`src/rtl/sdram_uart_pkg.sv`:
```
// Shared definitions for the UART/SDRAM command path.
//   RSP_HEAD_DEFAULT : default header byte of a read-response frame
//   CMD_WRITE/READ   : inbound command opcodes
//   resp_state_t     : state type of the read-response encoder
package sdram_uart_pkg;

   localparam logic [7:0] RSP_HEAD_DEFAULT = 8'hA5;
   localparam logic [7:0] CMD_WRITE        = 8'h55;
   localparam logic [7:0] CMD_READ         = 8'hAA;

   typedef enum logic [2:0] {
      S_IDLE,
      S_HEAD,
      S_FETCH,
      S_LOAD,
      S_SEND,
      S_CSUM,
      S_FINISH
   } resp_state_t;

endpackage

```
`src/rtl/resp_encode.sv`:
```
// Read-response encoder: after a read burst lands in the read FIFO, pops
// PAYLOAD_LEN bytes and sends header, payload and (optionally) a checksum
// byte to the UART transmitter over a trig/busy handshake.
// Ports:
//   sclk, reset             clock, synchronous active-high reset
//   rd_done                 pulse: PAYLOAD_LEN bytes available in the FIFO
//   rfifo_empty/rd_data     read FIFO status and data (standard, non-FWFT)
//   rfifo_rd_en             read FIFO pop, one cycle per byte
//   tx_busy                 UART busy
//   tx_trig/tx_data         UART start pulse and byte (held until next trig)
//   enc_busy                frame in progress
//   resp_done               pulse after the last frame byte is handed off
module resp_encode
   import sdram_uart_pkg::*;
#(
   parameter int unsigned PAYLOAD_LEN = 4,
   parameter logic [7:0]  RSP_HEAD    = RSP_HEAD_DEFAULT,
   parameter bit          CSUM_EN     = 1'b1
) (
   input  logic       sclk,
   input  logic       reset,
   input  logic       rd_done,
   input  logic       rfifo_empty,
   input  logic [7:0] rfifo_rd_data,
   output logic       rfifo_rd_en,
   input  logic       tx_busy,
   output logic       tx_trig,
   output logic [7:0] tx_data,
   output logic       enc_busy,
   output logic       resp_done
);

   localparam logic [7:0] LEN = 8'(PAYLOAD_LEN);

   resp_state_t state_q, state_d;
   logic [7:0]  cnt_q, cnt_d;
   logic [7:0]  sum_q, sum_d;
   logic [7:0]  byte_q, byte_d;
   logic [7:0]  tx_data_q, tx_data_d;
   logic        rd_en_q, rd_en_d;
   logic        tx_trig_q, tx_trig_d;
   logic        enc_busy_q, enc_busy_d;
   logic        resp_done_q, resp_done_d;
   logic        trig_dly_q, trig_dly_d;
   logic        rd_vld_q, rd_vld_d;

   logic        tx_ok;
   logic [7:0]  cnt_inc;
   logic [7:0]  cur_byte;

   always_comb begin
      state_d     = state_q;
      cnt_d       = cnt_q;
      sum_d       = sum_q;
      byte_d      = byte_q;
      tx_data_d   = tx_data_q;
      tx_trig_d   = 1'b0;
      rd_en_d     = 1'b0;
      enc_busy_d  = enc_busy_q;
      resp_done_d = 1'b0;
      trig_dly_d  = tx_trig_q;
      rd_vld_d    = rd_en_q;
      // busy is ignored while the trig is out and for the cycle after it,
      // so a UART that raises busy one cycle late is never double-triggered
      tx_ok       = !tx_busy && !tx_trig_q && !trig_dly_q;
      cnt_inc     = cnt_q + 8'd1;
      cur_byte    = rd_vld_q ? rfifo_rd_data : byte_q;

      // The FIFO presents popped data the cycle after rd_en is seen, which is
      // the first SEND cycle; the byte is captured and summed there.
      if (rd_vld_q) begin
         byte_d = rfifo_rd_data;
         sum_d  = sum_q + rfifo_rd_data;
      end

      unique case (state_q)
         S_IDLE: begin
            if (rd_done) begin
               state_d    = S_HEAD;
               cnt_d      = '0;
               sum_d      = '0;
               enc_busy_d = 1'b1;
            end
         end
         S_HEAD: begin
            if (tx_ok) begin
               tx_trig_d = 1'b1;
               tx_data_d = RSP_HEAD;
               state_d   = S_FETCH;
            end
         end
         S_FETCH: begin
            if (!rfifo_empty) begin
               rd_en_d = 1'b1;
               state_d = S_LOAD;
            end
         end
         S_LOAD: begin
            state_d = S_SEND;
         end
         S_SEND: begin
            if (tx_ok) begin
               tx_trig_d = 1'b1;
               tx_data_d = cur_byte;
               cnt_d     = cnt_inc;
               if (cnt_inc < LEN) begin
                  state_d = S_FETCH;
               end else begin
                  state_d = CSUM_EN ? S_CSUM : S_FINISH;
               end
            end
         end
         S_CSUM: begin
            if (tx_ok) begin
               tx_trig_d = 1'b1;
               tx_data_d = ~sum_q + 8'd1;
               state_d   = S_FINISH;
            end
         end
         S_FINISH: begin
            // wait out the trig cycle so resp_done follows the guard cycle
            if (!tx_trig_q) begin
               resp_done_d = 1'b1;
               enc_busy_d  = 1'b0;
               state_d     = S_IDLE;
            end
         end
         default: begin
            state_d = S_IDLE;
         end
      endcase
   end

   always_ff @(posedge sclk) begin
      if (reset) begin
         state_q     <= S_IDLE;
         cnt_q       <= '0;
         sum_q       <= '0;
         byte_q      <= '0;
         tx_data_q   <= '0;
         rd_en_q     <= 1'b0;
         tx_trig_q   <= 1'b0;
         enc_busy_q  <= 1'b0;
         resp_done_q <= 1'b0;
         trig_dly_q  <= 1'b0;
         rd_vld_q    <= 1'b0;
      end else begin
         state_q     <= state_d;
         cnt_q       <= cnt_d;
         sum_q       <= sum_d;
         byte_q      <= byte_d;
         tx_data_q   <= tx_data_d;
         rd_en_q     <= rd_en_d;
         tx_trig_q   <= tx_trig_d;
         enc_busy_q  <= enc_busy_d;
         resp_done_q <= resp_done_d;
         trig_dly_q  <= trig_dly_d;
         rd_vld_q    <= rd_vld_d;
      end
   end

   assign rfifo_rd_en = rd_en_q;
   assign tx_trig     = tx_trig_q;
   assign tx_data     = tx_data_q;
   assign enc_busy    = enc_busy_q;
   assign resp_done   = resp_done_q;

endmodule
```
`config.mk`:
```
export PLATFORM = sky130hd
export DESIGN_NAME = resp_encode
export DESIGN_NICKNAME = d
export VERILOG_FILES = /design/src/rtl/sdram_uart_pkg.sv /design/src/rtl/resp_encode.sv
export SDC_FILE = /design/constraint.sdc
export NUM_CORES = 1
export LEC_CHECK = 0
export ABC_AREA = 0
export BUFFER_PORTS_ARGS = -buffer_cell sky130_fd_sc_hd__buf_2
export CAP_MARGIN = 40
export CORE_AREA = 2 2 69 71
export DETAILED_ROUTE_END_ITERATION = 16
export DIE_AREA = 0 0 71 73
export PLACE_DENSITY = 0.7
export SLEW_MARGIN = 25
export SYNTH_ARGS = -nofsm -noshare
export SYNTH_HDL_FRONTEND = slang
export SYNTH_SLANG_ARGS = --single-unit
```
`constraint.sdc`:
```
create_clock -name sclk -period 1.9 [get_ports sclk]
set_input_delay 0.285 -clock sclk [delete_from_list [all_inputs] [get_ports sclk]]
set_output_delay 0.285 -clock sclk [all_outputs]
set_load 0.03 [all_outputs]
```
; Word-level counts from Yosys, hierarchy flattened
; Index checks and enable logic that the tools add are counted.
[word_totals]
ff_bits = 41
input_bits = 13
out_inout_bits = 12
word_cells = 73
[classes]
add_sub_neg = 3
n_lt_le_gt_ge = 1
n_eq_ne = 12
mux = 25
bitwise = 4
reduce_logical = 17
[ops]
columns = cell, n
row1 = 8-bit two-way mux, 9
row2 = 8-bit case mux with 3 select lines, 1
row3 = 3-bit two-way mux, 7
row4 = 3-bit case mux with 7 select lines, 1
row5 = 8-bit by 1-bit adder with 8-bit output (second input constant), 2
row6 = 8-bit case mux with 2 select lines, 1
row7 = 2-bit != test (second input constant), 6
row8 = 3-bit == test (second input constant), 3
row9 = 8-bit adder, 1
row10 = 8-bit by 3-bit < comparator with 1-bit output (second input constant), 1
row11 = 8-bit inverter, 1
row12 = 3-bit by 2-bit == test with 1-bit output (second input constant), 2
row13 = 3-bit AND reduction, 2
row14 = 6-bit AND reduction, 1
row15 = 2-bit OR reduction, 3
row16 = 1-bit two-way mux, 5
row17 = 4-bit AND reduction, 1
row18 = 2-bit nonzero test, 2
row19 = 3-bit by 1-bit == test with 1-bit output (second input constant), 1
row20 = 1-bit zero test, 3
row21 = 3-bit zero test, 1
row22 = 1-bit inverter, 3
row23 = 3-bit nonzero test, 1
row24 = 3-bit OR reduction, 1
row25 = 2 further kinds, 3

; Depth between registers and ports, before layout
[depth]
depth_word = 5
mapped_depth = 7
ltp_nobuf = 7

; Worst setup path after synthesis
; OpenSTA, ideal clock, no wires.
[synth_timing]
path_type = flip-flop to flip-flop
from = register cnt_q[2]
to = register state_q[2]
setup_ns = 0.122
arrival_ns = 1.680
required_time_ns = 1.778
setup_slack_ns = 0.099
path_stages_with_launch = 6
n_path_buf = 0
synth_period_minus_slack_ns = 1.801
cell_sequence = dfxtp_1 -> and3_4 -> and3_4 -> xor2_1 -> or4_4 -> o311a_1
[synth_via]
elab_chain_cells = 5
[synth_lines]
columns = element, line_no
row1 = "start, declared", resp_encode.sv:36  ; logic [7:0] cnt_q, cnt_d;
row2 = "start signal, assigned", resp_encode.sv:149  ; cnt_q <= cnt_d;
row3 = 8-bit by 1-bit adder with 8-bit output, resp_encode.sv:66  ; cnt_inc = cnt_q + 8'd1;
row4 = 8-bit by 3-bit < comparator with 1-bit output, resp_encode.sv:106  ; if (cnt_inc < LEN) begin
row5 = 3-bit two-way mux, resp_encode.sv:106
row6 = 3-bit two-way mux, resp_encode.sv:102  ; if (tx_ok) begin
row7 = 3-bit case mux with 7 select lines, resp_encode.sv:76  ; unique case (state_q)
row8 = "end signal, assigned", resp_encode.sv:148  ; state_q <= state_d;
row9 = "end, declared", resp_encode.sv:35  ; resp_state_t state_q, state_d;
; No other way between the ends. The select of a mux whose other input is x is not followed.
; A chain may end at the register's enable or synchronous reset.

; Worst setup path in the final report
[layout_timing]
from = register cnt_q[5]
to = register state_q[2]
; The elaborated chain is that of the path after synthesis.

==> results.md <==
* Share of flip-flops with an asynchronous set or reset at 0
* DRT Pass-1 Iters at 4
* Synth area leaders: dfxtp_1, nor2_1, mux2i_1, ha_1, a21oi_1
* #FFs+latches synth at 41
* Dpl ws at -37.0 ps
* Total grt overflow at 0
* Avg Inst Size Synth at 8.50 um^2
* Core Region at 0.00454 mm^2
* Yosys cell types at 50
* Tcrit/Tclk final at 0.954
* Peak VDD IR at 0.544 mV
* CTS max path bufs at 2
* Fin. Hold Viols at 0
* Ys flop type: dfxtp_1
* Reg-to-Reg End: state_q[2]
* First-pass GRT wire length at 8560 um
* Boundary Pins at 25
* H-tree levels at 2
* Vias per cell at 5.66
* Area delta synth->final at 19.7%
* Headroom to the max-slew limit at 0.721
* Share of the synthesized area in the top cell type at 0.374
* # setup viols final at 0
* Syn_nets at 281
* DRC violations left at 0
* Outcome: finished clean
* Clock buffer count from CTS at 5
* CP arrival at 2000 ps
* Cell with the most instances after synthesis: dfxtp_1
* CP Class: reg -> reg
* Final Slew Violations at 0
* Worst-Skew Late Latency at 290 ps
* Flop2flop setup slack at 90 ps
* Post-synth EDFFs at 0
* Power Density at 854 mW/mm^2
* CP startpoint: cnt_q[5]
* Starting density of the core at 0.483
* Routed wire per std cell at 14.2 um
* CP Max Fanout at 3
* Syn Inst Count at 258
* Min-Delay Startpoint: rfifo_empty
* Worst Clk Skew at 7.75 ps
* DR iter-0 viols at 147
* Routed Wire Length at 5000 um
* Gr usage total at 0.206
* DRT antenna net count at 0
* Leak at 1.11 nW
* Reg2reg path depth at 5
* DP HPWL at 3760 um
* Vias in the first global route at 1869
* Fin crit period at 1810 ps
* Final #Nets at 322
* Root Driver: clkbuf_8
* DIE HEIGHT at 73 um
* Die area at 0.00518 mm^2
* Non-filler instance count after layout at 353
* Reg-to-Reg Start: cnt_q[5]
* Dpl cells at 346
* Reg clk slew, reported paths at 80 ps
* ANT cells at 0
* RSZ-0062 raised after global routing: true
* Setup TNS at 0 ps
* Yosys warns at 0
* CTS tree: yes
* Die W at 71 um
* Largest net degree at the start of global routing at 23
* Hold EP: rfifo_rd_en
* Crit start category: flop
* RD Place Congestion at 0.891
* Worst setup EP type: flop
* Req. time, crit path at 2080 ps
* Synth top cells by count: dfxtp_1, nor2_1, nand2_1
* Share of cells above drive strength 1 at 0.237
* Reported max-cap violation count at 0
* Slew @ Worst Pin at 418 ps
* Min-delay worst type: in -> reg
* Cell Rows at 25
* Vias post-DR at 1998
* Worst hold margin at 160 ps
* Register area share after synthesis at 0.374
* Min setup slack post-route at 87.0 ps
* Cell Area, Synth at 0.00219 mm^2
* Peak Freq at 552 MHz
* Synth area leader: dfxtp_1
* Worst hold path depth at 2
* Initial antenna violation count at 0
* PortBufs at 24
* Sink Count at 41
[routing by layer]
| metal | vias up | share of wire | wire, um | global-route usage |
|---|---|---|---|---|
| met5 | - | 0 | 0 | 0 |
| li1 | 1012 | - | - | - |
| met4 | 0 | 0.013 | 63 | 0.0587 |
| met1 | 933 | 0.49 | 2470 | 0.283 |
| met3 | 7 | 0.038 | 192 | 0.0373 |
| met2 | 46 | 0.46 | 2280 | 0.332 |
[flip-flops by register name (all words and copies together) (netlist names)]
name / count
resp_done: 1
enc_busy: 1
rfifo_rd_en: 1
tx_trig: 1
trig_dly_q: 1
sum_q: 8
state_q: 3
cnt_q: 8
tx_data: 8
byte_q: 8
rd_vld_q: 1
[kinds of logic (layout without fill, tap and decap cells)]
family                     count (synthesis)  after routing  synth area share
and+or+nand+nor                          104            104             0.249
AOI/OAI and AO/OA                         60             60             0.174
DFF                                       41             41             0.374
buffers and inverters                     17             58            0.0297
muxes                                     14             14            0.0645
xor gates and xnor gates                  12             12            0.0479
adders and majority gates                 10             10            0.0605
[worst max-delay path, cell delays in order (launching register included)]
cell and delay, ps:
dfxtp_1 330, and3_1 200, and3_4 170, xor2_1 130, or4_4 540, o311a_1 330
[per-stage QoR]
stage / instance area [um^2] / power [mW] / utilization
2_1_floorplan: 2190 / 1.45 / -
4_1_cts: 2580 / 2.24 / 0.570
3_5_place_dp: 2500 / 1.67 / 0.551
5_1_grt: 2620 / 2.37 / 0.578
3_3_place_gp: 2500 / 1.67 / 0.551
6_report: 2620 / 2.24 / 0.578
[cell usage in the layout (no fill, tap or decap), types with 5 or more instances in the layout]
| master | netlist | layout |
|---|---|---|
| nor3_1 | 6 | 6 |
| inv_1 | 5 | 5 |
| nand3_1 | 6 | 6 |
| dfxtp_1 | 41 | 37 |
| mux2i_1 | 13 | 13 |
| clkbuf_8 | 0 | 6 |
| nand2_1 | 18 | 17 |
| buf_4 | 0 | 22 |
| xnor2_1 | 8 | 8 |
| o21ai_0 | 16 | 16 |
| buf_2 | 1 | 24 |
| nor2_1 | 39 | 39 |
| a21oi_1 | 16 | 15 |
| ha_1 | 9 | 8 |
[cell type report]
| class | instances | area, um^2 |
|---|---|---|
| Tap cell | 54 | 67.6 |
| Clock buffer | 7 | 86.3 |
| Multi-Input combinational cell | 200 | 1340 |
| Inverter | 5 | 18.8 |
| Fill cell | 422 | 1910 |
| Sequential cell | 41 | 826 |
| Timing Repair Buffer | 46 | 285 |
[worst max-delay path by stage]
stage                      end  depth (start not counted)
global route          sum_q[7]                          6
detailed placement    sum_q[6]                          8
global placement      sum_q[6]                          8
floorplan           state_q[2]                          5
finish              state_q[2]                          5
CTS                   sum_q[7]                          6
[power breakdown]
part	total [mW]	internal (mW)	switching [mW]
clock	0.577	0.288	0.288
combinational	0.664	0.257	0.407
sequential	1.00	0.932	0.0685
[what timing repair did]
action | 4_1_cts | 5_1_grt
gates resized for setup | 0 | 13
endpoints found under the setup margin | 0 | 8
endpoints found under the hold margin | 0 | 0
setup buffers | 0 | 0
hold buffers | 0 | 0
Power figures use the tool's default switching activity.
